`src/rtl/axis_switch_pkg.sv`:
```
// ---------------------------------------------------------------------------
// axis_switch_pkg
// Shared types and constants for the N-to-1 AXI4-Stream video switcher.
//   sw_state_e  : PASS (forwarding frames) / ALIGN (hunting for a SOF)
//   DROP_CNT_W  : width of the alignment drop counter
//   sat_inc()   : saturating increment used by the drop counter
// ---------------------------------------------------------------------------
package axis_switch_pkg;

    typedef enum logic {
        PASS  = 1'b0,
        ALIGN = 1'b1
    } sw_state_e;

    localparam int DROP_CNT_W = 16;

    // Increment that sticks at all-ones instead of wrapping.
    function automatic logic [DROP_CNT_W-1:0] sat_inc(input logic [DROP_CNT_W-1:0] v);
        return (v == '1) ? v : v + DROP_CNT_W'(1);
    endfunction

endpackage

```
`src/rtl/axis_switcher_nto1_if.sv`:
```
// ---------------------------------------------------------------------------
// axis_switcher_nto1_if
// Bundles the NUM_IN input streams and the single output stream of the
// switcher.
//   s_tvalid/s_tdata/s_tlast/s_tuser/s_tready : packed input streams,
//                                               input i at [i*DATA_W +: DATA_W]
//   m_tvalid/m_tdata/m_tlast/m_tuser/m_tready : output stream
// Modports:
//   slave  : switcher side (sinks the inputs, sources the output)
//   master : environment side (sources the inputs, sinks the output)
// ---------------------------------------------------------------------------
interface axis_switcher_nto1_if #(
    parameter int NUM_IN = 4,
    parameter int DATA_W = 16
);
    logic [NUM_IN-1:0]        s_tvalid;
    logic [NUM_IN*DATA_W-1:0] s_tdata;
    logic [NUM_IN-1:0]        s_tlast;
    logic [NUM_IN-1:0]        s_tuser;
    logic [NUM_IN-1:0]        s_tready;

    logic                     m_tvalid;
    logic [DATA_W-1:0]        m_tdata;
    logic                     m_tlast;
    logic                     m_tuser;
    logic                     m_tready;

    modport slave (
        input  s_tvalid, s_tdata, s_tlast, s_tuser, m_tready,
        output s_tready, m_tvalid, m_tdata, m_tlast, m_tuser
    );

    modport master (
        output s_tvalid, s_tdata, s_tlast, s_tuser, m_tready,
        input  s_tready, m_tvalid, m_tdata, m_tlast, m_tuser
    );
endinterface

```
`src/rtl/sync_edge_detect.sv`:
```
// ---------------------------------------------------------------------------
// sync_edge_detect
// Registers a synchronous level and flags its rising edge for one cycle.
//   clk   : clock
//   rst_n : asynchronous active-low reset
//   d     : synchronous level input
//   rise  : high for the cycle in which d is 1 and was 0 the cycle before
// ---------------------------------------------------------------------------
module sync_edge_detect (
    input  logic clk,
    input  logic rst_n,
    input  logic d,
    output logic rise
);
    logic d_d;
    logic d_q;

    always_comb d_d = d;

    always_ff @(posedge clk or negedge rst_n) begin
        if (!rst_n) d_q <= 1'b0;
        else        d_q <= d_d;
    end

    assign rise = d & ~d_q;
endmodule

```
`src/rtl/axis_switcher_nto1.sv`:
```
// ---------------------------------------------------------------------------
// axis_switcher_nto1
// N-to-1 AXI4-Stream video switcher. Source changes are only applied on frame
// boundaries: the outgoing source is cut just before its SOF beat, and the new
// source is forwarded starting from its own SOF, so no torn frame leaves.
//   clk, rstn      : clock, asynchronous active-low reset
//   axis           : input streams / output stream (slave modport)
//   sel_req        : one-cycle strobe requesting source sel_idx
//   sel_idx        : requested source index
//   btn_next       : level; each rising edge requests the next source
//   active_sel     : source currently owning the output
//   switch_pending : a request is latched and waiting for a frame boundary
//   sel_err        : one-cycle pulse for an out-of-range sel_idx
//   drop_cnt       : saturating count of beats discarded while aligning
// ---------------------------------------------------------------------------
module axis_switcher_nto1
    import axis_switch_pkg::*;
#(
    parameter int NUM_IN           = 4,
    parameter int DATA_W           = 16,
    parameter int SEL_W            = $clog2(NUM_IN),
    parameter int RESET_SEL        = 0,
    parameter int FLUSH_UNSELECTED = 1
) (
    input  logic                  clk,
    input  logic                  rstn,
    axis_switcher_nto1_if.slave   axis,
    input  logic                  sel_req,
    input  logic [SEL_W-1:0]      sel_idx,
    input  logic                  btn_next,
    output logic [SEL_W-1:0]      active_sel,
    output logic                  switch_pending,
    output logic                  sel_err,
    output logic [DROP_CNT_W-1:0] drop_cnt
);

    localparam logic [SEL_W:0] NUM_IN_W = (SEL_W+1)'(NUM_IN);

    // Next index after v, wrapping NUM_IN-1 back to 0.
    function automatic logic [SEL_W-1:0] wrap_inc(input logic [SEL_W-1:0] v);
        if ({1'b0, v} == NUM_IN_W - (SEL_W+1)'(1)) return '0;
        return v + SEL_W'(1);
    endfunction

    sw_state_e             state_q,          state_d;
    logic [SEL_W-1:0]      active_sel_q,     active_sel_d;
    logic [SEL_W-1:0]      pending_idx_q,    pending_idx_d;
    logic                  switch_pending_q, switch_pending_d;
    logic                  sel_err_q,        sel_err_d;
    logic [DROP_CNT_W-1:0] drop_cnt_q,       drop_cnt_d;
    logic                  stalled_q,        stalled_d;

    logic                  btn_rise;
    logic                  cur_valid;
    logic                  cur_user;
    logic                  cur_last;
    logic [DATA_W-1:0]     cur_data;
    logic                  switch_now;
    logic                  m_tvalid_c;
    logic [NUM_IN-1:0]     s_tready_c;
    logic                  idx_ok;
    logic                  req_hit;
    logic [SEL_W-1:0]      req_idx;
    logic [SEL_W-1:0]      btn_target;

    sync_edge_detect u_btn_edge (
        .clk   (clk),
        .rst_n (rstn),
        .d     (btn_next),
        .rise  (btn_rise)
    );

    // Output path: a pure mux off the registered selection, zero latency.
    always_comb begin
        cur_valid = axis.s_tvalid[active_sel_q];
        cur_user  = axis.s_tuser[active_sel_q];
        cur_last  = axis.s_tlast[active_sel_q];
        cur_data  = axis.s_tdata[active_sel_q*DATA_W +: DATA_W];

        // Cut point: hold the old source's SOF back, unless that beat was
        // already offered downstream and must complete first.
        switch_now = (state_q == PASS) && switch_pending_q && cur_valid &&
                     cur_user && !stalled_q;

        m_tvalid_c = (state_q == PASS) && cur_valid && !switch_now;

        s_tready_c = (FLUSH_UNSELECTED != 0) ? '1 : '0;
        if (state_q == PASS)
            s_tready_c[active_sel_q] = axis.m_tready && !switch_now;
        else
            s_tready_c[active_sel_q] = cur_valid && !cur_user;
        if (!rstn)
            s_tready_c = '0;
    end

    assign axis.m_tvalid = m_tvalid_c;
    assign axis.m_tdata  = cur_data;
    assign axis.m_tlast  = cur_last;
    assign axis.m_tuser  = cur_user;
    assign axis.s_tready = s_tready_c;

    // Request decode and state update.
    always_comb begin
        state_d          = state_q;
        active_sel_d     = active_sel_q;
        pending_idx_d    = pending_idx_q;
        switch_pending_d = switch_pending_q;
        drop_cnt_d       = drop_cnt_q;
        stalled_d        = m_tvalid_c & ~axis.m_tready;

        idx_ok     = ({1'b0, sel_idx} < NUM_IN_W);
        sel_err_d  = sel_req && !idx_ok;
        btn_target = switch_pending_q ? pending_idx_q : active_sel_q;

        // An explicit index beats the button when both arrive together.
        req_hit = 1'b0;
        req_idx = '0;
        if (sel_req && idx_ok) begin
            req_hit = 1'b1;
            req_idx = sel_idx;
        end else if (btn_rise) begin
            req_hit = 1'b1;
            req_idx = wrap_inc(btn_target);
        end

        case (state_q)
            PASS: begin
                if (switch_now) begin
                    // A request landing on the cut cycle is the newest wish.
                    state_d          = ALIGN;
                    switch_pending_d = 1'b0;
                    active_sel_d     = req_hit ? req_idx : pending_idx_q;
                end else if (req_hit) begin
                    if (req_idx == active_sel_q) begin
                        switch_pending_d = 1'b0;
                    end else begin
                        pending_idx_d    = req_idx;
                        switch_pending_d = 1'b1;
                    end
                end
            end
            ALIGN: begin
                if (cur_valid && !cur_user)
                    drop_cnt_d = sat_inc(drop_cnt_q);
                // Nothing is being forwarded, so a request can retarget now.
                if (req_hit) begin
                    active_sel_d     = req_idx;
                    switch_pending_d = 1'b0;
                end else if (cur_valid && cur_user) begin
                    state_d = PASS;
                end
            end
            default: state_d = ALIGN;
        endcase
    end

    always_ff @(posedge clk or negedge rstn) begin
        if (!rstn) begin
            state_q          <= ALIGN;
            active_sel_q     <= SEL_W'(RESET_SEL);
            pending_idx_q    <= SEL_W'(RESET_SEL);
            switch_pending_q <= 1'b0;
            sel_err_q        <= 1'b0;
            drop_cnt_q       <= '0;
            stalled_q        <= 1'b0;
        end else begin
            state_q          <= state_d;
            active_sel_q     <= active_sel_d;
            pending_idx_q    <= pending_idx_d;
            switch_pending_q <= switch_pending_d;
            sel_err_q        <= sel_err_d;
            drop_cnt_q       <= drop_cnt_d;
            stalled_q        <= stalled_d;
        end
    end

    assign active_sel     = active_sel_q;
    assign switch_pending = switch_pending_q;
    assign sel_err        = sel_err_q;
    assign drop_cnt       = drop_cnt_q;

endmodule
```
`src/flat_wrapper.sv`:
```
// flat-port wrapper written by rule: the top's interface ports become plain ports
module axis_switcher_nto1_flat import axis_switch_pkg::*;
#(
    parameter int NUM_IN           = 4,
    parameter int DATA_W           = 16,
    parameter int SEL_W            = $clog2(NUM_IN),
    parameter int RESET_SEL        = 0,
    parameter int FLUSH_UNSELECTED = 1
)
  (clk, rstn, sel_req, sel_idx, btn_next, active_sel, switch_pending, sel_err, drop_cnt, axis_s_tvalid, axis_s_tdata, axis_s_tlast, axis_s_tuser, axis_m_tready, axis_s_tready, axis_m_tvalid, axis_m_tdata, axis_m_tlast, axis_m_tuser);
  axis_switcher_nto1_if #(.NUM_IN(NUM_IN), .DATA_W(DATA_W)) axis_i ();
  input  logic clk;
  input  logic rstn;
  input  logic sel_req;
  input  logic [SEL_W-1:0] sel_idx;
  input  logic btn_next;
  output logic [SEL_W-1:0] active_sel;
  output logic switch_pending;
  output logic sel_err;
  output logic [DROP_CNT_W-1:0] drop_cnt;
  input wire logic [$bits(axis_i.s_tvalid)-1:0] axis_s_tvalid;
  input wire logic [$bits(axis_i.s_tdata)-1:0] axis_s_tdata;
  input wire logic [$bits(axis_i.s_tlast)-1:0] axis_s_tlast;
  input wire logic [$bits(axis_i.s_tuser)-1:0] axis_s_tuser;
  input wire logic [$bits(axis_i.m_tready)-1:0] axis_m_tready;
  output wire logic [$bits(axis_i.s_tready)-1:0] axis_s_tready;
  output wire logic [$bits(axis_i.m_tvalid)-1:0] axis_m_tvalid;
  output wire logic [$bits(axis_i.m_tdata)-1:0] axis_m_tdata;
  output wire logic [$bits(axis_i.m_tlast)-1:0] axis_m_tlast;
  output wire logic [$bits(axis_i.m_tuser)-1:0] axis_m_tuser;
  assign axis_i.s_tvalid = axis_s_tvalid;
  assign axis_i.s_tdata = axis_s_tdata;
  assign axis_i.s_tlast = axis_s_tlast;
  assign axis_i.s_tuser = axis_s_tuser;
  assign axis_i.m_tready = axis_m_tready;
  assign axis_s_tready = axis_i.s_tready;
  assign axis_m_tvalid = axis_i.m_tvalid;
  assign axis_m_tdata = axis_i.m_tdata;
  assign axis_m_tlast = axis_i.m_tlast;
  assign axis_m_tuser = axis_i.m_tuser;
  axis_switcher_nto1 #(.NUM_IN(NUM_IN), .DATA_W(DATA_W), .SEL_W(SEL_W), .RESET_SEL(RESET_SEL), .FLUSH_UNSELECTED(FLUSH_UNSELECTED)) u_core (.clk(clk), .rstn(rstn), .axis(axis_i), .sel_req(sel_req), .sel_idx(sel_idx), .btn_next(btn_next), .active_sel(active_sel), .switch_pending(switch_pending), .sel_err(sel_err), .drop_cnt(drop_cnt));
endmodule
```
`config.mk`:
```
export PLATFORM = sky130hd
export DESIGN_NAME = axis_switcher_nto1_flat
export DESIGN_NICKNAME = d
export VERILOG_FILES = /design/src/rtl/axis_switch_pkg.sv /design/src/rtl/axis_switcher_nto1_if.sv /design/src/rtl/sync_edge_detect.sv /design/src/rtl/axis_switcher_nto1.sv /design/src/flat_wrapper.sv
export SDC_FILE = /design/constraint.sdc
export NUM_CORES = 1
export LEC_CHECK = 0
export ABC_CLOCK_PERIOD_IN_PS = 3580
export BUFFER_PORTS_ARGS = -buffer_cell sky130_fd_sc_hd__buf_4
export CORE_MARGIN = 3
export CORE_UTILIZATION = 45
export CTS_CLUSTER_DIAMETER = 80
export DETAILED_ROUTE_END_ITERATION = 6
export PLACE_DENSITY = 0.85
export SYNTH_ARGS = -nofsm -noshare
export SYNTH_HDL_FRONTEND = slang
export SYNTH_HIERARCHICAL = 1
export SYNTH_SLANG_ARGS = --single-unit
export TNS_END_PERCENT = 5
```
`constraint.sdc`:
```
create_clock -name clk -period 3.58 [get_ports clk]
set_input_delay 0.537 -clock clk [delete_from_list [all_inputs] [get_ports clk]]
set_output_delay 0.537 -clock clk [all_outputs]
set_load 0.01 [all_outputs]
```
# Word level (Yosys, flattened, before mapping)
# Cells that the tools add are included.
dict set report op_classes {
  addsub 2
  order_cmp 2
  n_eq_ne 6
  n_shift 1
  muxes 33
  bitwise 11
  n_reduce_logical 17
}
# op count
set op_table {}
lappend op_table {{$shiftx 64x7->16} 1}
lappend op_table {{$add 16x1->16 const B} 1}
lappend op_table {{$eq 16x16->1 const B} 1}
lappend op_table {{$mux 1} 16}
lappend op_table {{$mux 2} 8}
lappend op_table {{$logic_and 1x1->1} 10}
lappend op_table {{$mux 4} 2}
lappend op_table {{$or 4x4->4} 2}
lappend op_table {{$bmux 1 s2} 3}
lappend op_table {{$not 1->1} 6}
lappend op_table {{$not 4->4} 1}
lappend op_table {{$pmux 1 s2} 2}
lappend op_table {{$pmux 2 s2} 1}
lappend op_table {{$reduce_and 2->1} 2}
lappend op_table {{$reduce_and 4->1} 1}
lappend op_table {{$logic_not 1->1} 3}
lappend op_table {{$lt 2x3->1 const B} 1}
lappend op_table {{$ne 3x1->1 const B} 1}
lappend op_table {{$reduce_and 3->1} 1}
lappend op_table {{$add 2x1->2 const B} 1}
lappend op_table {{$and 1x1->1} 2}
lappend op_table {{$demux 1 s2} 1}
lappend op_table {{$eq 2x2->1} 1}
lappend op_table {{$eq 2x2->1 const B} 1}
lappend op_table {{other kinds (3)} 3}
dict set report word_totals {
  ff_bits 24
  input_bits 83
  output_inout_bits 43
}

# Depth between registers and ports, before layout
dict set report logic_depth {
  depth_word 13
  ltp_mapped 7
  depth_no_buf 7
}

# Cells and area by module
# Netlist, hierarchy kept.
# mod instances cells_per_inst area_each_um2 seq_area_each_um2
set by_module_without_submodules {}
lappend by_module_without_submodules {axis_switcher_nto1 1 159 1795.5 576.8}
lappend by_module_without_submodules {sync_edge_detect 1 2 38.8 25.0}

# Worst setup path after synthesis
# Ideal clock, no wire load.
dict set report synth_path {
  path_type {register to output}
  startpoint {register u_core.active_sel_q[0], in the netlist u_core/active_sel[0]}
  endpoint {output port axis_s_tready[2]}
  arrival_ps 1842
  required_time_ps 3043
  slack_ps 1201
  stages_incl_launch_ff 7
  path_buffers 1
  cell_sequence {dfrtp_1 -> buf_6 -> mux4_2 -> nand4_2 -> a21boi_2 -> nor2_1 -> a21boi_0}
}
dict set report synth_between {
  elab_chain_len 10
}
# item line
set synth_lines {}
lappend synth_lines {{start: declaration} axis_switcher_nto1.sv:46} ;# logic [SEL_W-1:0] active_sel_q, active_sel_d;
lappend synth_lines {{start signal: assignment} axis_switcher_nto1.sv:160} ;# active_sel_q <= SEL_W'(RESET_SEL);
lappend synth_lines {{start signal: assignment} axis_switcher_nto1.sv:168} ;# active_sel_q <= active_sel_d;
lappend synth_lines {{parallel branches: the longest is 8 deep, another holds $lt 2x3->1} n/a}
lappend synth_lines {{$mux 4 (*)} axis_switcher_nto1.sv:88} ;# if (state_q == PASS)
lappend synth_lines {{$mux 4 (*)} axis_switcher_nto1.sv:92} ;# if (!rstn)
lappend synth_lines {{end: declaration} flat_wrapper.sv:26} ;# output wire logic [$bits(axis_i.s_tready)-1:0] axis_s_tready;
# Mark *: on every way between the ends. The select of a mux whose other input is x is not followed.

# Final worst setup path
# Ends and elaborated chain as after synthesis.

==> impl_metrics.csv <==
group,metric,value,unit
sta,slew_viol_final,0,
synth,synth_seq_cells,24,
synth,yosysMostFrequentCell,"dfrtp_1",
grt,grt_overflow,0,
sta,worstMarginPinSlew,0.484,ns
routing,firstDrtPassIters,4,
grt,grt_pass1_wl,9380,um
power_and_ir_drop,pwr-share-clk,15.0,%
clock_network,cts_buffers,3,
synth,synth_nets,245,
cells_and_area,diodes,0,
synth,synth-edff-count,0,
synth,synth_compound_area_share,10.3,%
power_and_ir_drop,peakVddDrop,0.000366,V
grt,antenna_found_initial,0,
synth,yosysWarnings,6,
sta,fmax,0.363,GHz
sta,final.period_utilization,76.9,%
synth,synth_seq_area_share,32.8,%
grt,grt_usage,23.9,%
die,num_rows,22,
synth,yosys-top-cells-area,"dfrtp_1 (31%), mux4_2 (23%), xnor2_1 (6.2%), and3_1 (2.7%), nand3_1 (2.5%)",
cells_and_area,fillers,279,
sta,setup_tns,0,ns
power_and_ir_drop,p_int,0.000981,W
power_and_ir_drop,sw_frac_of_total,37.5,%
power_and_ir_drop,finalPower,0.00157,W
critical_path,cp_cell_sequence,"mux4_2 -> nand3b_4 -> a21boi_2 -> nor2_1 -> a21boi_0 -> buf_4",
synth,synthXorXnorAreaFrac,7.16,%
sta,finalSetupViolCount,0,
critical_path,end_kind,"output port",
sta,rsz0062_at_grt,"false",
critical_path,cpPeakStageDelay,0.59,ns
clock_network,cts.repair.resized,0,
die,die-area,4880,um2
synth,yosysTopAreaCell,"dfrtp_1",
sta,hold_viol,0,
place,io_buffers,124,
critical_path,slowest_stage,"mux4_2",
grt,grt_max_degree,29,
routing,drt_iter0_drc,169,
power_and_ir_drop,power.leakage,1.34,nW
synth,syn_area,1830,um2
synth,synthDominantCellAreaShare,31.4,%
clock_network,clock-sinks,24,
outcome,outcome,"completed",
die,die_w,69.8,um
critical_path,crit_path_start_kind,"register",
clock_network,cts_buffer_depth,2,
power_and_ir_drop,p_switching,0.000589,W
power_and_ir_drop,power_density,552,nW/um2
clock_network,postCtsHoldBufs,0,
sta,post-route-min-period,2.75,ns
grt,grt_pass1_vias,1817,
die,die_h,69.8,um
synth,yosysUniqueCellTypes,47,
clock_network,cts_tree,"built",
routing,vias_per_cell,5.51,
power_and_ir_drop,seq_power_share,26.4,%
sta,finClkSkew,0.00892,ns
die,initial_core_util,48.3,%
place,gp_routability_congestion,0.854,
synth,syn_area_per_cell,11.4,um2
routing,dr_total_vias,1808,
routing,totalWireLength,5860,um
critical_path,required,3.04,ns
die,placeableCoreArea,3800,um2
critical_path,crit_fanout,5,
sta,slew_headroom,67.4,%
cells_and_area,final_layout_size_suffix_gt1_share,57.5,%
die,num_io_pins,126,
synth,synth_top_family_by_area,"multiplexers",
clock_network,clock_latency,0.27,ns
critical_path,path_class,"register to output port",
routing,drc,0,
flow_run,drv_cap,0,
critical_path,ff2ff_setup_slack,1.49,ns
power_and_ir_drop,combinationalPowerShare,58.5,%
synth,syn_inst,161,
clock_network,ctsHtreeMaxLevel,1,
min_path,min_path_type,"input port to asynchronous set/reset pin",
cells_and_area,fin_nets,365,
synth,synth_ff_type,"dfrtp_1",
synth,synthArstFlopShare,100,%
cells_and_area,area_growth,55.1,%
routing,ant_nets,0,
routing,wl_per_cell,17.9,um
clock_network,postCtsSetupRepairBufs,0,
critical_path,worstPathArrival,2.22,ns
place,hpwl,4750,um
synth,synth_common_cells,"dfrtp_1 (23), mux4_2 (19), xnor2_1 (13)",
clock_network,clockRootBuffer,"clkbuf_8",
clock_network,clkSlewWorstSetupHoldPaths,0.09,ns
synth,muxShareOfSynthArea,25.0,%
synth,synth_fa_ha_area_share,0.682,%
synth,yosys.area_share.simple,19.4,%
[routing by layer]
layer	GRT usage (%)	share of wire, %
met1	31.4	41
met2	42.6	54
met3	3.19	4.4
met4	3.83	0.82
met5	0	0
[worst max-delay path: cells and delay by family, from the launching register on]
family / cells / cell delay (ns)
AOI/OAI and AO/OA: 2 / 0.48
buffers and inverters: 1 / 0.15
DFF: 1 / 0.43
muxes: 1 / 0.59
and+or+nand+nor: 2 / 0.28
[sequential cells by signal (all words and copies together) (netlist names)]
register               flops
u_core/pending_idx_q       2
u_core/stalled_q           1
u_core/active_sel          2
u_core/switch_pending      1
u_core/u_btn_edge/d_q      1
u_core/drop_cnt           16
u_core/state_q             1
[cells in the final DEF (no fill, tap or decap), types with 2 or more instances in the layout]
cell | netlist | routed
a21oi_1 | 6 | 6
a31oi_1 | 2 | 2
and3_1 | 8 | 8
buf_4 | 1 | 126
clkbuf_8 | 0 | 3
dfrtp_1 | 23 | 23
inv_1 | 4 | 4
mux2i_1 | 2 | 2
mux4_2 | 19 | 19
nand2_1 | 12 | 12
nand2b_1 | 4 | 4
nand3_1 | 9 | 9
nand4_1 | 5 | 5
nor2_1 | 6 | 6
nor2b_1 | 2 | 2
nor3_1 | 2 | 2
o21a_1 | 3 | 3
o21ai_0 | 3 | 3
xnor2_1 | 13 | 13
xor2_1 | 2 | 2
[path summary, 6_finish.rpt]
path,cells past startpoint,endpoint,startpoint
min in group clk,1,u_core/u_btn_edge/d_q,btn_next
worst max register to register,4,u_core/drop_cnt[1],u_core/active_sel[0]
max in group asynchronous,1,u_core/state_q,rstn
worst min-delay path,1,u_core/drop_cnt[13],rstn
worst max-delay path,6,axis_s_tready[2],u_core/active_sel[0]
worst min register to register,1,u_core/drop_cnt[8],u_core/drop_cnt[8]
[logic make-up (layout without fill, tap and decap cells)]
kind of cell	after synthesis	in the layout
AOI/OAI and AO/OA	25	25
xor gates and xnor gates	15	15
adders and majority gates	1	1
buffers and inverters	15	134
DFF	24	24
muxes	22	22
other	1	1
and+or+nand+nor	58	58
[metrics by stage]
step	worst slack (ns)	cells	util [%]	hold slack [ns]	area (um2)
floorplan	1.20	161	-	0.241	1830
global placement	1.02	324	73.0	0.467	2770
detailed placement	0.936	324	73.0	0.468	2770
CTS	0.803	328	74.9	0.174	2850
global route	0.702	328	74.9	0.180	2850
finish	0.826	328	74.9	0.161	2850
[area by class of cell]
cell class                 instances  area, um2  share of cell area [%]
clock buffer                       3       41.3                    1.45
clock inverter                     1       30.0                    1.06
inverter                           4       15.0                   0.528
multi-input combinational        122       1150                    40.5
sequential                        24        602                    21.2
tap                               48       60.1                    2.11
timing repair buffer             126        946                    33.2
[power by group through the flow]
| stage | sequential, W | clock (W) | combinational (W) |
|---|---|---|---|
| floorplan | 0.000400 | 0 | 0.000575 |
| global placement | 0.000416 | 0 | 0.000893 |
| detailed placement | 0.000419 | 0 | 0.000919 |
| CTS | 0.000413 | 0.000240 | 0.000923 |
| global route | 0.000426 | 0.000249 | 0.000990 |
| finish | 0.000415 | 0.000236 | 0.000919 |
No activity file was read; power rests on OpenSTA's default activity.
